==> config.mk <==
export PLATFORM = sky130hd
export DESIGN_NAME = tlul_host_arbiter
export DESIGN_NICKNAME = d
export VERILOG_FILES = /design/src/rtl/tlul_pkg.sv /design/src/rtl/rr_arbiter.sv /design/src/rtl/tlul_host_arbiter.sv
export SDC_FILE = /design/constraint.sdc
export NUM_CORES = 1
export LEC_CHECK = 0
export BUFFER_PORTS_ARGS = -buffer_cell sky130_fd_sc_hd__buf_2
export CELL_PAD_IN_SITES_DETAIL_PLACEMENT = 0
export CELL_PAD_IN_SITES_GLOBAL_PLACEMENT = 1
export CORE_AREA = 2 2 162 164
export CTS_BUF_LIST = sky130_fd_sc_hd__clkbuf_4 sky130_fd_sc_hd__clkbuf_8
export DETAILED_ROUTE_END_ITERATION = 6
export DIE_AREA = 0 0 164 166
export PLACE_DENSITY = 0.6
export SYNTH_ARGS = -nofsm -noshare
export SYNTH_HDL_FRONTEND = slang
export SYNTH_SLANG_ARGS = --single-unit
==> constraint.sdc <==
create_clock -name clock -period 2.5 [get_ports clock]
set_clock_uncertainty 0.1 [all_clocks]
set_input_delay 0.5 -clock clock [delete_from_list [all_inputs] [get_ports clock]]
set_output_delay 0.5 -clock clock [all_outputs]
set_load 0.01 [all_outputs]
==> src/rtl/tlul_pkg.sv <==
// Shared TL-UL channel types and constants used by the bus blocks.
package tlul_pkg;

    localparam int TL_AW  = 32;
    localparam int TL_DW  = 32;
    localparam int TL_AIW = 8;
    localparam int TL_DIW = 1;
    localparam int TL_SZW = 2;
    localparam int TL_DBW = TL_DW / 8;

    // Widest requester index a host arbiter may fold into a_source.
    localparam int TL_HOST_IDX_W_MAX = 2;

    typedef enum logic [2:0] {
        PutFullData    = 3'h0,
        PutPartialData = 3'h1,
        Get            = 3'h4
    } tl_a_op_e;

    typedef enum logic [2:0] {
        AccessAck     = 3'h0,
        AccessAckData = 3'h1
    } tl_d_op_e;

    typedef struct packed {
        logic                a_valid;
        tl_a_op_e            a_opcode;
        logic [2:0]          a_param;
        logic [TL_SZW-1:0]   a_size;
        logic [TL_AIW-1:0]   a_source;
        logic [TL_AW-1:0]    a_address;
        logic [TL_DBW-1:0]   a_mask;
        logic [TL_DW-1:0]    a_data;
        logic                d_ready;
    } tl_h2d_t;

    typedef struct packed {
        logic                d_valid;
        tl_d_op_e            d_opcode;
        logic [2:0]          d_param;
        logic [TL_SZW-1:0]   d_size;
        logic [TL_AIW-1:0]   d_source;
        logic [TL_DIW-1:0]   d_sink;
        logic [TL_DW-1:0]    d_data;
        logic                d_error;
        logic                a_ready;
    } tl_d2h_t;

    // Host arbiter A-channel state.
    typedef enum logic {
        ARB_IDLE   = 1'b0,
        ARB_LOCKED = 1'b1
    } arb_state_e;

endpackage

==> src/rtl/rr_arbiter.sv <==
// Combinational round-robin selector with an optional lock override.
// Searches upward from ptr (wrapping) for the first asserted request;
// while lock is high the locked index wins regardless of the others.
module rr_arbiter #(
    parameter int N = 2,
    localparam int IW = (N > 1) ? $clog2(N) : 1
) (
    input  logic [N-1:0]  req,
    input  logic [IW-1:0] ptr,
    input  logic          lock,
    input  logic [IW-1:0] lock_idx,
    output logic [IW-1:0] gnt_idx,
    output logic          gnt_valid
);

    // Rotating priority search, or pass-through of the locked requester.
    always_comb begin
        int idx;
        gnt_idx   = '0;
        gnt_valid = 1'b0;
        idx       = 0;
        if (lock) begin
            gnt_idx = lock_idx;
            for (int k = 0; k < N; k++) begin
                if (lock_idx == IW'(k)) begin
                    gnt_valid = req[k];
                end
            end
        end else begin
            for (int k = 0; k < N; k++) begin
                idx = (int'(ptr) + k) % N;
                if (!gnt_valid && req[idx]) begin
                    gnt_valid = 1'b1;
                    gnt_idx   = IW'(idx);
                end
            end
        end
    end

endmodule

==> src/rtl/tlul_host_arbiter.sv <==
// Merges NumHosts TL-UL requesters onto one host port. A channel is
// round-robin arbitrated and held locked until the device accepts; the
// requester index rides in the top a_source bits so responses can be
// steered back. In-flight requests are bounded per requester.
//
//  state      | meaning
//  -----------+---------------------------------------------------------
//  ARB_IDLE   | free to pick any eligible requester this cycle
//  ARB_LOCKED | a request is on the bus but not yet accepted; hold it
module tlul_host_arbiter
    import tlul_pkg::*;
#(
    parameter int NumHosts       = 2,
    parameter int MaxOutstanding = 2
) (
    input  logic    clock,
    input  logic    reset,
    input  tl_h2d_t tl_h_i [NumHosts],
    output tl_d2h_t tl_h_o [NumHosts],
    output tl_h2d_t tl_d_o,
    input  tl_d2h_t tl_d_i
);

    localparam int IdxW = $clog2(NumHosts);
    localparam int CntW = $clog2(MaxOutstanding + 1);

    arb_state_e      state_q, state_d;
    logic [IdxW-1:0] ptr_q, ptr_d;
    logic [IdxW-1:0] lock_idx_q, lock_idx_d;
    logic [CntW-1:0] cnt_q [NumHosts];
    logic [CntW-1:0] cnt_d [NumHosts];

    logic [NumHosts-1:0] elig;
    logic [IdxW-1:0]     gnt_idx;
    logic                gnt_valid;
    logic                a_hs;
    tl_h2d_t             a_sel;

    logic [IdxW-1:0]     rsp_idx;
    logic                rsp_ok;
    logic                d_ready_int;
    logic [NumHosts-1:0] d_hs;

    function automatic logic [IdxW-1:0] next_idx(input logic [IdxW-1:0] idx);
        if (idx == IdxW'(NumHosts - 1)) begin
            return '0;
        end
        return idx + 1'b1;
    endfunction

    // A requester competes only while it has room for another in-flight request.
    always_comb begin
        for (int i = 0; i < NumHosts; i++) begin
            elig[i] = tl_h_i[i].a_valid && (cnt_q[i] < CntW'(MaxOutstanding));
        end
    end

    rr_arbiter #(
        .N (NumHosts)
    ) u_rr (
        .req       (elig),
        .ptr       (ptr_q),
        .lock      (state_q == ARB_LOCKED),
        .lock_idx  (lock_idx_q),
        .gnt_idx   (gnt_idx),
        .gnt_valid (gnt_valid)
    );

    // Reset holds the bus quiet even if requesters are still driving.
    assign a_hs = gnt_valid && tl_d_i.a_ready && !reset;

    // Response steering from the index tag; out-of-range tags are sunk.
    always_comb begin
        rsp_idx     = tl_d_i.d_source[TL_AIW-1 -: IdxW];
        rsp_ok      = 1'b0;
        d_ready_int = 1'b1;
        d_hs        = '0;
        for (int i = 0; i < NumHosts; i++) begin
            if (rsp_idx == IdxW'(i)) begin
                rsp_ok = 1'b1;
                if (!reset) begin
                    d_ready_int = tl_h_i[i].d_ready;
                    d_hs[i]     = tl_d_i.d_valid && tl_h_i[i].d_ready;
                end
            end
        end
    end

    // Forward the granted requester's A channel with its index tagged in.
    always_comb begin
        a_sel = '0;
        for (int i = 0; i < NumHosts; i++) begin
            if (gnt_idx == IdxW'(i)) begin
                a_sel = tl_h_i[i];
            end
        end
        tl_d_o          = a_sel;
        tl_d_o.a_valid  = gnt_valid && !reset;
        tl_d_o.a_source = {gnt_idx, a_sel.a_source[TL_AIW-IdxW-1:0]};
        tl_d_o.d_ready  = d_ready_int;
    end

    // Per-requester D channel copy plus its A-channel ready.
    always_comb begin
        for (int i = 0; i < NumHosts; i++) begin
            tl_h_o[i]                             = tl_d_i;
            tl_h_o[i].d_source[TL_AIW-1 -: IdxW]  = '0;
            tl_h_o[i].d_valid = tl_d_i.d_valid && rsp_ok && (rsp_idx == IdxW'(i)) && !reset;
            tl_h_o[i].a_ready = tl_d_i.a_ready && gnt_valid && (gnt_idx == IdxW'(i)) && !reset;
        end
    end

    // Next-state: advance the pointer past whoever just completed, or lock.
    always_comb begin
        state_d    = state_q;
        ptr_d      = ptr_q;
        lock_idx_d = lock_idx_q;
        unique case (state_q)
            ARB_IDLE: begin
                if (gnt_valid) begin
                    if (tl_d_i.a_ready) begin
                        ptr_d = next_idx(gnt_idx);
                    end else begin
                        lock_idx_d = gnt_idx;
                        state_d    = ARB_LOCKED;
                    end
                end
            end
            ARB_LOCKED: begin
                if (tl_d_i.a_ready) begin
                    ptr_d   = next_idx(lock_idx_q);
                    state_d = ARB_IDLE;
                end
            end
            default: state_d = ARB_IDLE;
        endcase
    end

    // Outstanding counters; a response on an empty count is ignored.
    always_comb begin
        for (int i = 0; i < NumHosts; i++) begin
            logic inc;
            logic dec;
            inc      = a_hs && (gnt_idx == IdxW'(i));
            dec      = d_hs[i] && (cnt_q[i] != '0);
            cnt_d[i] = cnt_q[i];
            if (inc && !dec) begin
                cnt_d[i] = cnt_q[i] + 1'b1;
            end else if (dec && !inc) begin
                cnt_d[i] = cnt_q[i] - 1'b1;
            end
        end
    end

    // State, pointer and counter registers.
    always_ff @(posedge clock) begin
        if (reset) begin
            state_q    <= ARB_IDLE;
            ptr_q      <= '0;
            lock_idx_q <= '0;
            for (int i = 0; i < NumHosts; i++) begin
                cnt_q[i] <= '0;
            end
        end else begin
            state_q    <= state_d;
            ptr_q      <= ptr_d;
            lock_idx_q <= lock_idx_d;
            for (int i = 0; i < NumHosts; i++) begin
                cnt_q[i] <= cnt_d[i];
            end
        end
    end

    // Protocol checks: reserved source bits, stray response tags, and
    // responses for requesters with nothing in flight.
    for (genvar g = 0; g < NumHosts; g++) begin : gen_sva
        a_src_idx_zero: assert property (@(posedge clock) disable iff (reset)
            tl_h_i[g].a_valid |-> (tl_h_i[g].a_source[TL_AIW-1 -: IdxW] == '0))
            else $error("requester %0d drove nonzero a_source index bits", g);

        d_rsp_has_req: assert property (@(posedge clock) disable iff (reset)
            d_hs[g] |-> (cnt_q[g] != '0))
            else $error("response for requester %0d with nothing outstanding", g);
    end

    d_rsp_idx_range: assert property (@(posedge clock) disable iff (reset)
        tl_d_i.d_valid |-> rsp_ok)
        else $error("response tagged with out-of-range requester index");

endmodule

# After elaboration in Yosys (flattened, before gate mapping)
# Memory sizes are Yosys's and may differ from the RTL's.
# Cells that the tools add are included.
# W data, S select, Z words.
[word_totals]
regBits = 3
ramBits = 4
inputBits = 226
out_inout_bits = 190
elab_cells = 108
n_memories = 1
[mem_list]
columns = ["name", "words", "width", "rd", "rd_ports_with_merged_regs", "write_ports", "line", "rtl"]
rows = [
  ["cnt_q", 2, 2, 2, 0, 2, "tlul_host_arbiter.sv:30", "logic [CntW-1:0] cnt_q [NumHosts];"],
]
[classes]
add_sub_neg = 7
magnitude_cmp = 4
n_eq_ne = 3
mux = 49
bitwise = 7
reduce_logical = 34
[ops]
columns = ["operator", "count"]
rows = [
  ["$mux W85", 1],
  ["$mux W1", 40],
  ["$logic_and A1 B1 Y1", 24],
  ["$mux W2", 6],
  ["$logic_not A1 Y1", 6],
  ["$ne A2 B2 Y1 const B", 3],
  ["$reduce_and A3 Y1", 2],
  ["$add A2 B1 Y2 const B", 2],
  ["$lt A2 B2 Y1 const B", 2],
  ["$not A1 Y1", 4],
  ["$pmux W1 S2", 2],
  ["$reduce_bool A2 Y1", 2],
  ["$sub A2 B1 Y2 const B", 2],
  ["$add A1 B1 Y1 const B", 3],
  ["$lt A2 B3 Y1 const B", 1],
  ["$lt A1 B2 Y1 const B", 1],
  ["$or A1 B1 Y1", 2],
  ["$and A1 B1 Y1 const A", 1],
]

# Depth between registers and ports, before layout
# An unclocked memory read counts as a cell.
[logic_depth]
depth_word = 19
depth_mapped = 9
ltp_nobuf = 8

# Hierarchy
# Synthesis repeated with hierarchy kept, for this count alone.
[unflattened]
cells_unflattened = 251
area_unflattened_um2 = 2239.6
[by_module_without_submodules]
columns = ["module", "n_inst", "cells_each", "area_per_inst_um2", "seq_area_each_um2"]
rows = [
  ["tlul_host_arbiter", 1, 244, 2195.9, 140.1],
  ["rr_arbiter", 1, 7, 43.8, 0.0],
]

# Worst setup path before layout
# Ideal clock, no wire load.
[synth_path]
path_type = "input -> register"
from = "in tl_h_i[85] (netlist name)"
to = "mem cnt_q[0][3] (netlist name)"
setup_time_ps = 71
arrival_ps = 2301
setup_slack_ps = 28
cell_stages = 6
cell_sequence = "or3b_1 -> or2_2 -> a2111oi_0 -> ha_1 -> or3_1 -> a21oi_1"
[synth_lines]
columns = ["element", "line", "rtl"]
rows = [
  ["from (decl)", "tlul_host_arbiter.sv:18", "input tl_h2d_t tl_h_i [NumHosts],"],
  ["to (decl)", "tlul_host_arbiter.sv:30", ""],
]

==> summary.txt <==
STA
  • Worst Slack Setup Final: -30.5 ps
  • Final setup fails: 35
  • RSZ-0062 raised after global routing: true
  • Setup tns final: -598 ps
  • Period utilization: 1.01
  • Final slew viol count: 0
  • Final Hold Fails: 0
  • Min Tclk post-route: 2530 ps
  • Fmax: 395 MHz

Critical path
  • CP Cell Sequence: buf_6 > or3b_4 > o21a_4 > buf_12 > buf_12 > mux2_4 > buf_6
  • Max incr delay on CP: 370 ps
  • Startpoint Class: primary input
  • Crit path DAT: 1930 ps
  • Setup crit end kind: output port
  • CP Class: primary input to output port
  • Worst EP required: 1900 ps
  • CP max stage cell: or3b_4
  • CP max FO: 13

Power and ir drop
  • Power density cells: 312 mW/mm^2
  • Pleak: 2.09 nW
  • Peak supply drop: 0.144 mV

Clocking
  • Root Buffer Master: clkbuf_8
  • CTS HTree Levels: 1
  • Worst skew pair latency: 230 ps
  • CTS buffer count: 3
  • Clk pin slew, worst setup/hold paths: 40 ps
  • CTS tree: built
  • CTS Sinks: 7
  • Clock Tree Buf Depth: 2

Die
  • Die Y-Extent: 166 um
  • Core ar.: 0.0256 sq mm
  • DIE AREA: 0.0272 sq mm
  • Initial Util: 0.0967
  • Die X: 164 um
  • I/O pin count: 416
  • Row count: 59

Place
  • Placed inst area: 0.00360 sq mm
  • Port bufs: 264
  • DP Wirelength: 8110 um
  • Dpl ws: -177 ps
  • Placed cells: 764
  • Gp weighted congestion: 0.696

Logic synthesis
  • Register area share after synthesis: 0.0566
  • Share of Yosys cell area claimed by the top area cell type: 0.364
  • Synth Register Bits: 7
  • Yosys cell types: 32
  • Mapped Area: 0.00248 sq mm
  • Synth top area cells: mux2_4, buf_4, mux2_2, dfxtp_1, buf_6
  • Largest area contributor in the netlist: mux2_4
  • Yosys warning total: 0
  • Avg Cell Area, Syn: 9.87 sq um
  • Synthesized instance count: 251

Routing
  • ANT nets after route: 0
  • DR iter-0 viols: 35
  • DRC: 0
  • Final WL: 9100 um
  • Vias post-DR: 2424
  • Routed WL per cell: 11.8 um
  • DR pass1 iterations: 4
  • DR vias/cell: 3.15

Layout
  • Fin nets: 664
  • Fin cells: 770
  • Cell area after layout: 0.00386 sq mm
  • Area growth, synth to finish: 56.0%
  • Share of cells above drive strength 1: 0.883
  • Ant. Diodes: 0

GRT
  • First-pass GRT wire length: 12100 um
  • Antenna violations before repair: 0
  • Total gr overflow: 0
  • Total track usage: 0.0571
  • Vias in the first global route: 2244
  • Pin count of the biggest net entering global routing: 32

Min path
  • HP Class: flop to flop

Status
  • Failing checks: negative setup slack
  • Outcome: complete, but fails checks

Flow run
  • Max Cap Viol: 0
[timing repair]
| action | CTS | global route |
|---|---|---|
| endpoints found under the setup margin | 53 | 50 |
| pin swaps | 0 | 0 |
| hold buffers | 0 | 0 |
| buffers inserted | 2 | 0 |
| resized for setup | 25 | 14 |
[layout make-up]
type | instances | area (sq um)
clock buffers | 4 | 48.8
flip-flops and latches | 7 | 140
inverters | 2 | 7.51
fillers | 2916 | 21800
multi-input cells | 131 | 1500
well taps | 335 | 419
repair buffers | 291 | 1750
[flip-flops by register name, summed over array words and instances, names as in the netlist]
signal      count
ptr_q           1
cnt_q           4
state_q         1
lock_idx_q      1
[cell usage in the layout, fill, tap and decap left out, types with 3 or more instances in the layout]
| cell type | n |
|---|---|
| a21oi_1 | 3 |
| buf_4 | 21 |
| clkbuf_8 | 3 |
| buf_2 | 236 |
| mux2_2 | 23 |
| mux2_4 | 60 |
| nor4_1 | 3 |
| nor2_1 | 5 |
| nor3_1 | 3 |
| buf_6 | 31 |
| dfxtp_1 | 7 |
| xor2_1 | 4 |
| buf_12 | 3 |
| nor2b_1 | 4 |
[logic make-up (layout without fill, tap and decap cells)]
family / count (synthesis) / count (layout) / synth area share
muxes: 83 / 83 / 0.468
adders and majority gates: 2 / 2 / 0.0101
AOI/OAI and AO/OA: 14 / 14 / 0.0409
buffers and inverters: 114 / 297 / 0.349
other: 1 / 2 / 0.00151
and+or+nand+nor: 26 / 26 / 0.0591
xor gates and xnor gates: 4 / 4 / 0.0141
DFF: 7 / 7 / 0.0566
[layer usage]
metal	GRT usage	wire length, um
met1	0.0712	3680
met2	0.0829	3750
met3	0.0395	1660
met4	0.00686	11
met5	0	0
[worst max-delay path, delay by kind of cell]
family / cells / cell delay (ps)
muxes: 1 / 310
buffers and inverters: 4 / 490
and+or+nand+nor: 1 / 370
AOI/OAI and AO/OA: 1 / 240
[cells in the mapped netlist]
cell type	n
buf_4	102
mux2_4	60
mux2_2	23
buf_6	7
dfxtp_1	7
nor2_1	5
nor2b_1	5
xor2_1	4
a21oi_1	3
nor3_1	3
nor4_1	3
a2111oi_0	2
buf_2	2
ha_1	2
inv_1	2
nand2b_1	2
o21a_1	2
o21ai_0	2
or3_1	2
a2111oi_1	1
a211o_1	1
and2_1	1
clkbuf_1	1
conb_1	1
nand2_1	1
nand3_1	1
nor3b_1	1
o2111ai_1	1
o211ai_1	1
o32ai_1	1
or2_2	1
or3b_1	1
[stage by stage]
| step | total power [W] | utilization | hold WS [ps] |
|---|---|---|---|
| CTS | 0.00120 | 0.148 | 417 |
| global route | 0.00129 | 0.151 | 428 |
| detailed placement | 0.000968 | 0.140 | 413 |
| global placement | 0.000963 | 0.140 | 393 |
| finish | 0.00120 | 0.151 | 413 |
| floorplan | 0.000754 | - | 373 |
[report_power, final]
part	switching (W)	internal, W	total [W]
clock	0.0000510	0.000121	0.000172
sequential	0.00000671	0.000120	0.000127
combinational	0.000357	0.000548	0.000905
[worst paths after layout]
check,startpoint,endpoint,slack [ps],cells past startpoint
hold reg to reg,lock_idx_q,lock_idx_q,410,2
setup / recovery,tl_h_i[85],tl_d_o[42],-30,7
setup reg to reg,cnt_q[0][3],cnt_q[0][3],110,6
hold / removal,lock_idx_q,lock_idx_q,410,2
Power figures use the tool's default switching activity.
